File: src/rtl/csi_rx_hs_byte_align.sv
// csi_rx_hs_byte_align: per-lane D-PHY HS byte aligner (sync hunt over 8 bit offsets, lock, realign).
// Optional feature macro CSI_ALIGN_SOT_ERR_TOL_EN: 1-bit-error sync tolerance plus a sync_err output.
module csi_rx_hs_byte_align #(
  parameter logic [7:0]  SYNC_BYTE    = 8'hB8,
  parameter int unsigned HUNT_TIMEOUT = 1024
) (
  input  logic       byte_clock,
  input  logic       reset_n,
  input  logic       enable,
  input  logic       wait_for_sync,
  input  logic       packet_done,
  input  logic [7:0] deser_in,
  // data_out/data_vld is a valid-only stream: one byte transfers on every edge with data_vld high,
  // there is no ready, so the consumer must accept every valid byte.
  output logic [7:0] data_out,
  output logic       data_vld,
  output logic       sync_found,
  output logic [2:0] sync_offset,
  output logic       sync_timeout,
`ifdef CSI_ALIGN_SOT_ERR_TOL_EN
  output logic       sync_err,
`endif
  output logic [1:0] state_dbg
);

  localparam int CNT_W = (HUNT_TIMEOUT > 2) ? $clog2(HUNT_TIMEOUT) : 1;
  localparam logic [CNT_W-1:0] CNT_LAST = CNT_W'((HUNT_TIMEOUT == 0) ? 0 : HUNT_TIMEOUT - 1);

  // state_dbg encoding: 0 = IDLE, 1 = HUNT, 2 = LOCKED
  typedef enum logic [1:0] {
    ST_IDLE   = 2'd0,
    ST_HUNT   = 2'd1,
    ST_LOCKED = 2'd2
  } state_t;

  state_t           state_q, state_d;
  logic [7:0]       d0_q, d0_d;
  logic [7:0]       d1_q, d1_d;
  logic [CNT_W-1:0] cnt_q, cnt_d;
  logic [7:0]       data_out_q, data_out_d;
  logic             data_vld_q, data_vld_d;
  logic             sync_found_q, sync_found_d;
  logic [2:0]       sync_offset_q, sync_offset_d;
  logic             sync_timeout_q, sync_timeout_d;
`ifdef CSI_ALIGN_SOT_ERR_TOL_EN
  logic             sync_err_q, sync_err_d;
  logic             near_hit;
  logic [2:0]       near_k;
  logic [7:0]       diff;
`endif

  logic [15:0] win;
  logic [7:0]  cand;
  logic        exact_hit, lock_hit;
  logic [2:0]  exact_k, lock_k;

  // d1 is the older byte, so the earliest wire bit sits at win[0]
  always_comb begin
    win       = {d0_q, d1_q};
    cand      = 8'h00;
    exact_hit = 1'b0;
    exact_k   = 3'd0;
`ifdef CSI_ALIGN_SOT_ERR_TOL_EN
    near_hit  = 1'b0;
    near_k    = 3'd0;
    diff      = 8'h00;
`endif
    for (int k = 0; k < 8; k++) begin
      cand = win[k +: 8];
      if (!exact_hit && (cand == SYNC_BYTE)) begin
        exact_hit = 1'b1;
        exact_k   = 3'(k);
      end
`ifdef CSI_ALIGN_SOT_ERR_TOL_EN
      diff = cand ^ SYNC_BYTE;
      if (!near_hit && $onehot(diff)) begin
        near_hit = 1'b1;
        near_k   = 3'(k);
      end
`endif
    end
`ifdef CSI_ALIGN_SOT_ERR_TOL_EN
    lock_hit = exact_hit | near_hit;
    lock_k   = exact_hit ? exact_k : near_k;
`else
    lock_hit = exact_hit;
    lock_k   = exact_k;
`endif
  end

  always_comb begin
    state_d        = state_q;
    cnt_d          = cnt_q;
    d0_d           = deser_in;
    d1_d           = d0_q;
    data_out_d     = data_out_q;
    data_vld_d     = 1'b0;
    sync_found_d   = 1'b0;
    sync_offset_d  = sync_offset_q;
    sync_timeout_d = 1'b0;
`ifdef CSI_ALIGN_SOT_ERR_TOL_EN
    sync_err_d     = 1'b0;
`endif
    if (!enable) begin
      state_d = ST_IDLE;
      cnt_d   = '0;
    end else begin
      case (state_q)
        ST_IDLE: begin
          cnt_d = '0;
          if (wait_for_sync) state_d = ST_HUNT;
        end
        ST_HUNT: begin
          // a match on the expiry cycle still locks
          if (lock_hit) begin
            state_d       = ST_LOCKED;
            sync_offset_d = lock_k;
            sync_found_d  = 1'b1;
            cnt_d         = '0;
`ifdef CSI_ALIGN_SOT_ERR_TOL_EN
            sync_err_d    = !exact_hit;
`endif
          end else if ((HUNT_TIMEOUT != 0) && (cnt_q == CNT_LAST)) begin
            state_d        = ST_IDLE;
            sync_timeout_d = 1'b1;
            cnt_d          = '0;
          end else begin
            cnt_d = cnt_q + CNT_W'(1);
          end
        end
        ST_LOCKED: begin
          if (packet_done) begin
            state_d = wait_for_sync ? ST_HUNT : ST_IDLE;
            cnt_d   = '0;
          end else begin
            data_out_d = win[sync_offset_q +: 8];
            data_vld_d = 1'b1;
          end
        end
        default: begin
          state_d = ST_IDLE;
          cnt_d   = '0;
        end
      endcase
    end
  end

  always_ff @(posedge byte_clock or negedge reset_n) begin
    if (!reset_n) begin
      state_q        <= ST_IDLE;
      d0_q           <= 8'h00;
      d1_q           <= 8'h00;
      cnt_q          <= '0;
      data_out_q     <= 8'h00;
      data_vld_q     <= 1'b0;
      sync_found_q   <= 1'b0;
      sync_offset_q  <= 3'd0;
      sync_timeout_q <= 1'b0;
`ifdef CSI_ALIGN_SOT_ERR_TOL_EN
      sync_err_q     <= 1'b0;
`endif
    end else begin
      state_q        <= state_d;
      d0_q           <= d0_d;
      d1_q           <= d1_d;
      cnt_q          <= cnt_d;
      data_out_q     <= data_out_d;
      data_vld_q     <= data_vld_d;
      sync_found_q   <= sync_found_d;
      sync_offset_q  <= sync_offset_d;
      sync_timeout_q <= sync_timeout_d;
`ifdef CSI_ALIGN_SOT_ERR_TOL_EN
      sync_err_q     <= sync_err_d;
`endif
    end
  end

  assign data_out     = data_out_q;
  assign data_vld     = data_vld_q;
  assign sync_found   = sync_found_q;
  assign sync_offset  = sync_offset_q;
  assign sync_timeout = sync_timeout_q;
  assign state_dbg    = state_q;
`ifdef CSI_ALIGN_SOT_ERR_TOL_EN
  assign sync_err     = sync_err_q;
`endif

endmodule

File: config.mk
export PLATFORM = sky130hd
export DESIGN_NAME = csi_rx_hs_byte_align
export DESIGN_NICKNAME = d
export VERILOG_FILES = /design/src/rtl/csi_rx_hs_byte_align.sv
export SDC_FILE = /design/constraint.sdc
export NUM_CORES = 1
export LEC_CHECK = 0
export CAP_MARGIN = 20
export CORE_MARGIN = 3
export CORE_UTILIZATION = 38
export CTS_CLUSTER_DIAMETER = 200
export DETAILED_ROUTE_END_ITERATION = 7
export HOLD_SLACK_MARGIN = 0.06
export PLACE_DENSITY = 0.57
export SLEW_MARGIN = 20
export SYNTH_ARGS = -nofsm -noshare
export SYNTH_HDL_FRONTEND = slang
export SYNTH_SLANG_ARGS = --single-unit
File: constraint.sdc
create_clock -name byte_clock -period 3.1 [get_ports byte_clock]
set_input_delay 0.775 -clock byte_clock [delete_from_list [all_inputs] [get_ports byte_clock]]
set_output_delay 0.775 -clock byte_clock [all_outputs]
set_load 0.03 [all_outputs]
* After elaboration in Yosys (flattened, before gate mapping)
Cells that the tools add are included.
** Cells by class
- Shift-type cells :: 1
- Bitwise logic cells :: 1
- Muxes and demuxes :: 37
- Equal/unequal tests :: 14
- Reductions and logical operators :: 18
- Add/subtract/negate cells :: 1
** Operators with widths (number)
- 8-bit == test (second input constant) :: 8
- 10-bit two-way mux :: 4
- 1-bit two-way mux :: 20
- 10-bit case mux with 2 select lines :: 1
- 16-bit by 4-bit indexed part select with 8-bit output :: 1
- 3-bit two-way mux :: 5
- 2-bit two-way mux :: 6
- 10-bit by 1-bit adder with 10-bit output (second input constant) :: 1
- 10-bit == test (second input constant) :: 1
- 3-bit AND reduction :: 3
- 1-bit logical AND :: 7
- 1-bit logical NOT :: 7
- 3-bit != test (second input constant) :: 2
- 2-bit case mux with 3 select lines :: 1
- 4-bit != test (second input constant) :: 1
- 2-bit by 1-bit == test with 1-bit output (second input constant) :: 1
- 2-bit == test (second input constant) :: 1
- 2-bit logical NOT :: 1
- 1-bit NOT :: 1
** Word-level totals
- Flip-flop bits (word level) :: 42
- Bits of input ports :: 13
- Word-level logic and storage cells :: 81

* Logic depth before layout (Yosys ltp)
Gate-level depths: netlist (run 1).
- Word-level depth :: 26
- Depth in mapped cells :: 7
- Depth with buffers taken out :: 6

* Worst setup path before layout (run 1)
Ideal clock, no wire load.
- Path kind :: input to register
- Start point :: input packet_done
- End point :: register cnt_q[9]
- Arrival :: 1.676 ns
- Path slack :: 1.290 ns
- Data required time :: 2.966 ns
- Cell stages on the path :: 6
- Setup time :: 0.134 ns
- Path through :: nand4bb_1 -> clkbuf_1 -> nand4_1 -> nor3_1 -> xnor2_1 -> a211oi_1
** Between the ends
- Cells in the longest elaborated chain, start to end :: 1
** Ends and longest elaborated chain
- start, declared :: RTL line 11 : input logic packet_done,
- 3-bit != test (no source line)
- end signal, assigned :: RTL line 166 : cnt_q <= cnt_d;
- end, declared :: RTL line 39 : logic [CNT_W-1:0] cnt_q, cnt_d;
No other way between the ends.
A chain may end at the register's enable or synchronous reset.

* Worst setup path after layout (run 1)
- Start point :: register sync_offset_q[2] (netlist: sync_offset[2])
- End point :: output sync_offset[2]
** RTL lines
- start, declared :: RTL line 43 : logic [2:0] sync_offset_q, sync_offset_d;
- start signal, assigned :: RTL line 170 : sync_offset_q <= sync_offset_d;
- end, declared :: RTL line 18 : output logic [2:0] sync_offset,
No word-level cell between the ends.

==> results by group, run 1 <==
Status
  • Status: finished clean

Finish
  • Layout cells sized above 1: 12.4%
  • Fill cells: 480
  • Area delta synth->final: 22.0%
  • Final core utilization: between 40 and 50%
  • Antenna diodes: 0
  • Layout Nets: 222
  • Post-route cell area: 2510 um^2

Logic synthesis
  • Mapped Area: 2060 um^2
  • Adder-Cell Fraction of Synth Area: less than 1%
  • Synth warnings: 0
  • Area share of and/or/nand/nor cells after synthesis: 17.2%
  • Compound-cell area share of the yosys netlist: 12.0%
  • Netlist cell types: 44
  • Area share of the largest cell type after synthesis: 51.1%
  • Largest cells by area after synthesis: dfrtp_1 51%, mux2i_1 6.8%, mux4_2 4.4%
  • Commonest cells in the netlist: 42 x dfrtp_1, 16 x nand2_1, 15 x o21ai_0
  • Mux cell area share after synthesis: 13.9%
  • XOR/XNOR Fraction of Synth Area: 2.13%
  • Flops & latches, synth: 42
  • Top FF cell, synth: dfrtp_1
  • Avg Cell Area, Syn: 11.6 um^2
  • Number of synthesized flops with an enable pin: 0
  • Largest family of logic cells by synthesized area: simple AND/OR/NAND/NOR gates
  • Syn Nets: 192
  • Yosys top cell by area: dfrtp_1
  • Most frequent cell after synthesis: dfrtp_1
  • Post-synthesis cell count: 178
  • Post-synthesis sequential area ratio: 51.1%
  • Async S/R FF share, synth: 100%

Worst setup path
  • Endpoint of the worst register-to-register path: cnt_q[9]$_DFFE_PN0N_
  • Critical path type: register to output port
  • WP buf/inv: 1
  • Worst EP required: 2320 ps
  • Crit path launch: sync_offset[2]$_DFFE_PN0P_
  • CP endpoint kind: output port
  • CP top delay family: buffers and inverters
  • Max stage delay on crit path: 770 ps
  • Cell chain of the critical path: clkdlybuf4s50_1
  • Critical Path Source Type: register
  • Crit path DAT: approximately 1700 ps
  • Reg2reg start: d1_q[7]$_DFF_PN0_
  • R2R cell count: 5
  • Flop-to-flop setup slack: between 1000 and 1500 ps
  • Slowest CP cell: clkdlybuf4s50_1
  • CP max FO: 14
  • CP endpoint: sync_offset[2]
  • Critical path depth in cells: 1

CTS
  • CTS Hold Buffers Added: 0
  • CTS tree: done
  • Resized cells post-CTS: 0
  • Post CTS Setup Buffer Count: 0
  • Clock sinks: 42
  • Worst skew pair latency: 290 ps
  • CTS Root Cell: clkbuf_8
  • Total CTS buffers: 5
  • CTS H-tree depth: 2
  • Worst-path clk slew: around 80 ps
  • Clock Path Buffers: 2

Timing
  • Max frequency: 403 MHz
  • Worst-margin pin slew: 923 ps
  • Final Skew: roughly 7.5 ps
  • RSZ-0062 raised after global routing: false
  • Final setup violation count: 0
  • Max-slew violations: 0
  • Hold Vio Cnt, Final: 0
  • Final period util: 80.0%
  • Setup TNS: 0 ps
  • Relative slew slack: 38.5%
  • Fin crit period: around 2500 ps

Global routing
  • Number of global-route vias before repair: roughly 1500
  • Total Routing Usage GR: between 10 and 15%
  • Initial antenna violation count: 0
  • Total global routing overflow: 0
  • Largest net degree at the start of global routing: 43
  • First-pass GRT wire length: 7.27 mm

Run
  • Max-cap viol count: 0

Route
  • Met1 Wirelength: 1.82 mm
  • Highest metal used: met4
  • Via-per-instance ratio: about 5.2
  • Initial DRC Count: 38
  • Via count: 1460
  • Met2 WL post-DR: 2.04 mm
  • Routed wl met3: about 190 um
  • Drt wl/cell: 14.7 um
  • DRC: 0
  • Detail Route Antenna Nets: 0
  • First-pass DRT Iterations: 4
  • Total wire length: 4.11 mm

Placement
  • RePlAce Congestion: 0.872
  • Post-place instance area: 2400 um^2
  • PortBufs: 28
  • Detailed placement HPWL: 3.00 mm

Power
  • Leakage Power: 1.04 nW
  • Peak supply drop: 0.302 mV
  • PwrDens: approximately 450 nW/um^2

Min path
  • Hold Crit Class: register to register

Die
  • Placeable Area: just over 5000 um^2
  • Chip Width: 79.6 um
  • Ports: 29
  • Chip Height: 79.6 um
  • Num rows: 26
  • Die ar.: 6330 um^2
  • Initial core utilization: 39.8%
-- how the worst min path moves through the flow --
stage                     slack, ps              start           endpoint  cells after the start
after floorplan                 330  d0_q[7]$_DFF_PN0_  d1_q[7]$_DFF_PN0_                      0
after global placement          340  d0_q[7]$_DFF_PN0_  d1_q[7]$_DFF_PN0_                      0
after detailed placement        340  d0_q[7]$_DFF_PN0_  d1_q[7]$_DFF_PN0_                      0
after CTS                       360  d0_q[7]$_DFF_PN0_  d1_q[7]$_DFF_PN0_                      0
after global routing            380  d0_q[7]$_DFF_PN0_  d1_q[7]$_DFF_PN0_                      0
final                           360  d0_q[7]$_DFF_PN0_  d1_q[7]$_DFF_PN0_                      0
-- layout by cell type (no fill, tap or decap), types with 3 or more instances in the layout --
master           instances
o21ai_0                 15
mux4_2                   4
dfrtp_1                 42
clkdlybuf4s50_1         27
mux2i_1                 14
nand2_1                 16
mux2_2                   5
buf_4                    3
nor2_1                   9
and3_1                   3
nor4bb_1                 8
xnor2_1                  3
nand3_1                  4
inv_1                    5
clkbuf_8                 8
a211oi_1                 3
a21oi_1                  5
-- cell families after synthesis --
kind of cell               Yosys count
AOI/OAI and AO/OA                   37
xor gates and xnor gates             5
adders and majority gates            1
buffers and inverters               13
DFF                                 42
muxes                               23
and+or+nand+nor                     57
-- power breakdown --
part / leakage (nW) / switching, mW / total (mW) / internal (mW)
Clock: 0.0575 / 0.176 / 0.401 / 0.225
Combinational: 0.436 / 0.0737 / 0.145 / 0.0714
Sequential: 0.547 / 0.0212 / 0.588 / 0.567
-- routing by layer --
layer / track usage (%) / up-vias
met5: 0 / -
met3: 3.84 / 7
li1: - / 717
met2: 25.4 / 36
met4: 5.15 / 0
met1: 17.6 / 700
-- registers in the layout, indices dropped and copies added, names as in the netlist, 2 cells and up --
register	cells
data_out	8
d0_q	8
sync_offset	3
d1_q	8
cnt_q	10
state_dbg	2
-- area by class of cell --
class,count,area (um^2),share of cell area [%]
Inverter,5,18.8,0.748
Tap cell,70,87.6,3.49
Sequential cell,42,1050,41.9
Clock buffer,8,110,4.39
Timing Repair Buffer,31,298,11.9
Multi-Input combinational cell,123,945,37.6
-- through the flow --
stage          hold slack [ps]  power, mW  std cells  setup slack, ps
2_1_floorplan              331      0.688        178             1290
3_3_place_gp               335      0.744        271              823
3_5_place_dp               344      0.747        271              766
6_report                   358       1.13        279              619
4_1_cts                    361       1.15        279              596
5_1_grt                    380       1.19        279              541
Power figures use the tool's default switching activity.
==> run 2, diff against run 1 <==
==> constraint.sdc (replaced) <==
create_clock -name byte_clock -period 2.3 [get_ports byte_clock]
set_input_delay 0.575 -clock byte_clock [delete_from_list [all_inputs] [get_ports byte_clock]]
set_output_delay 0.575 -clock byte_clock [all_outputs]
set_load 0.03 [all_outputs]
==> results by group, run 2 (same netlist as run 1, synthesis figures left out) <==
Die
  • Die ar.: 6330 um^2 (unchanged)
  • Ports: 29 (unchanged)
  • Num rows: 26 (unchanged)
  • Chip Width: 79.6 um (unchanged)
  • Chip Height: 79.6 um (unchanged)
  • Initial core utilization: 39.8% (unchanged)
  • Placeable Area: 5170 um^2 (unchanged)

Timing
  • Worst-margin pin slew: 482 ps (was 923 ps)
  • RSZ-0062 raised after global routing: false (unchanged)
  • Final setup violation count: 0 (unchanged)
  • Max-slew violations: 0 (unchanged)
  • Hold_ws: 230 ps (was 358 ps)
  • Relative slew slack: 67.9% (was 38.5%)
  • Max frequency: approximately 510 MHz
  • Fin crit period: 1960 ps
  • Final period util: 85.1%
  • PnR worst setup slack: 342 ps (was 619 ps)
  • Final Skew: 8.63 ps (was 7.46 ps)
  • Setup TNS: 0 ps (unchanged)
  • Hold Vio Cnt, Final: 0 (unchanged)

Route
  • Detail Route Antenna Nets: 0 (unchanged)
  • Via-per-instance ratio: 5.38 (was 5.23)
  • First-pass DRT Iterations: 4 (unchanged)
  • Drt wl/cell: 15.4 um (was 14.7 um)
  • Total wire length: 4.32 mm (was 4.11 mm)
  • Via count: 1511 (was 1460)
  • DRC: 0 (unchanged)
  • Initial DRC Count: 50 (was 38)

CTS
  • CTS H-tree depth: 2 (unchanged)
  • Worst-path clk slew: 80 ps (about the same)
  • Clock Path Buffers: 2 (unchanged)
  • CTS tree: done (unchanged)
  • Total CTS buffers: 5 (unchanged)
  • CTS Root Cell: clkbuf_8 (unchanged)
  • Worst skew pair latency: 290 ps (about the same)
  • Clock sinks: 42 (unchanged)

Global routing
  • Grt met1 use: 17.6% (about the same)
  • GR peak layer: met2 (unchanged)
  • Total global routing overflow: 0 (unchanged)
  • Number of global-route vias before repair: 1551 (was 1523)
  • Met3 Track Usage GR: 3.72% (was 3.84%)
  • Met2 capacity usage during global routing: 26.9% (was 25.4%)
  • Largest net degree at the start of global routing: 27 (was 43)
  • Total Routing Usage GR: 15.3% (was 14.7%)
  • Initial antenna violation count: 0 (unchanged)
  • First-pass GRT wire length: 7.45 mm (was 7.27 mm)

Placement
  • Post-place instance area: 2430 um^2 (was 2400 um^2)
  • Placed Cells: 274 (was 271)
  • RePlAce Congestion: 0.825 (was 0.872)
  • Detailed placement HPWL: 3.25 mm (was 3.00 mm)
  • Setup slack at placement: 207 ps (was 766 ps)
  • PortBufs: 28 (unchanged)

Run
  • Max-cap viol count: 0 (unchanged)

Power
  • Clock network power share: 37.0% (was 35.3%)
  • Combinational Power Share: 13.0% (was 12.8%)
  • PwrDens: 622 nW/um^2 (was 452 nW/um^2)
  • Peak supply drop: 0.259 mV (was 0.302 mV)
  • Switching share of total power: 23.4% (was 23.9%)
  • Psw: 0.371 mW (was 0.271 mW)
  • Pint: 1.21 mW (was 0.863 mW)
  • Seq pwr share: 50.0% (was 51.9%)
  • Leakage Power: 1.06 nW (was 1.04 nW)
  • Overall Power: 1.58 mW (was 1.13 mW)

Finish
  • Register name with the most flops: cnt_q (unchanged)
  • Layout Nets: 225 (was 222)
  • Largest register FFs: 10 (unchanged)
  • Most common cell after layout, fill and taps aside: dfrtp_1 (unchanged)
  • Post-route cell area: 2550 um^2 (was 2510 um^2)
  • Antenna diodes: 0 (unchanged)
  • Most frequent cells in the layout: 42 x dfrtp_1, 27 x clkdlybuf4s50_1, 16 x nand2_1 (unchanged)
  • Final Non-Filler Cells: 281 (was 279)
  • Final core utilization: 49.3% (was 48.5%)
  • Layout cells sized above 1: 13.3% (was 12.4%)
  • Area delta synth->final: 23.8% (was 22.0%)

Worst setup path
  • Crit path DAT: 1380 ps (was 1710 ps)
  • Cell chain of the critical path: clkdlybuf4s50_1 (unchanged)
  • CP max FO: 2 (was 14)
  • WP buf/inv: 1 (unchanged)
  • Reg2reg start: d1_q[4]$_DFF_PN0_ (was d1_q[7]$_DFF_PN0_)
  • CP top delay family: buffers and inverters (unchanged)
  • Max stage delay on crit path: 700 ps (was 770 ps)
  • Slowest CP cell: clkdlybuf4s50_1 (unchanged)
  • Endpoint of the worst register-to-register path: sync_offset[0]$_DFFE_PN0P_ (was cnt_q[9]$_DFFE_PN0N_)
  • Flop-to-flop setup slack: 390 ps (was 1080 ps)
  • R2R cell count: 5 (unchanged)
  • Critical Path Source Type: register (unchanged)
  • Worst EP required: 1730 ps (was 2320 ps)
  • Critical path type: register to output port (unchanged)
  • CP endpoint kind: output port (unchanged)

Status
  • Status: finished clean (unchanged)

Min path
  • Hold Crit Class: primary input to async pin (was register to register)
run 2: layout make-up:
cell class | instances | area (um^2)
multi-input combinational | 123 | 945
timing repair buffer | 34 | 333
fill | 481 | 2630
sequential | 42 | 1050
clock buffer | 6 | 82.6
tap | 70 | 87.6
clock inverter | 1 | 30.0
inverter | 5 | 18.8
run 2: metal layers:
layer | routed length (um) | vias to the layer above
met3 | 154 | 10
met1 | 1840 | 747
li1 | - | 719
met2 | 2220 | 35
met4 | 102 | 0
met5 | 0 | -
run 2: repair_timing:
action                     4_1_cts  5_1_grt
hold buffers                     0        0
setup buffers                    0        0
gates resized for setup          0        1
setup endpoints to repair        0        2
run 2: how the worst max path moves through the flow:
stage / cells after the start / end / startpoint
after floorplan: 5 / sync_offset[0]$_DFFE_PN0P_ / d1_q[7]$_DFF_PN0_
after global placement: 4 / cnt_q[9]$_DFFE_PN0N_ / enable
after detailed placement: 4 / cnt_q[5]$_DFFE_PN0N_ / enable
after CTS: 5 / cnt_q[3]$_DFFE_PN0N_ / d1_q[7]$_DFF_PN0_
after global routing: 5 / sync_offset[0]$_DFFE_PN0P_ / d0_q[0]$_DFF_PN0_
final: 1 / sync_offset[2] / sync_offset[2]$_DFFE_PN0P_
run 2: power by group through the flow:
stage / clock [mW] / combinational, mW / sequential [mW]
6_report: 0.586 / 0.205 / 0.793
2_1_floorplan: 0 / 0.106 / 0.821
3_5_place_dp: 0 / 0.207 / 0.808
3_3_place_gp: 0 / 0.204 / 0.807
5_1_grt: 0.642 / 0.225 / 0.798
4_1_cts: 0.609 / 0.208 / 0.793
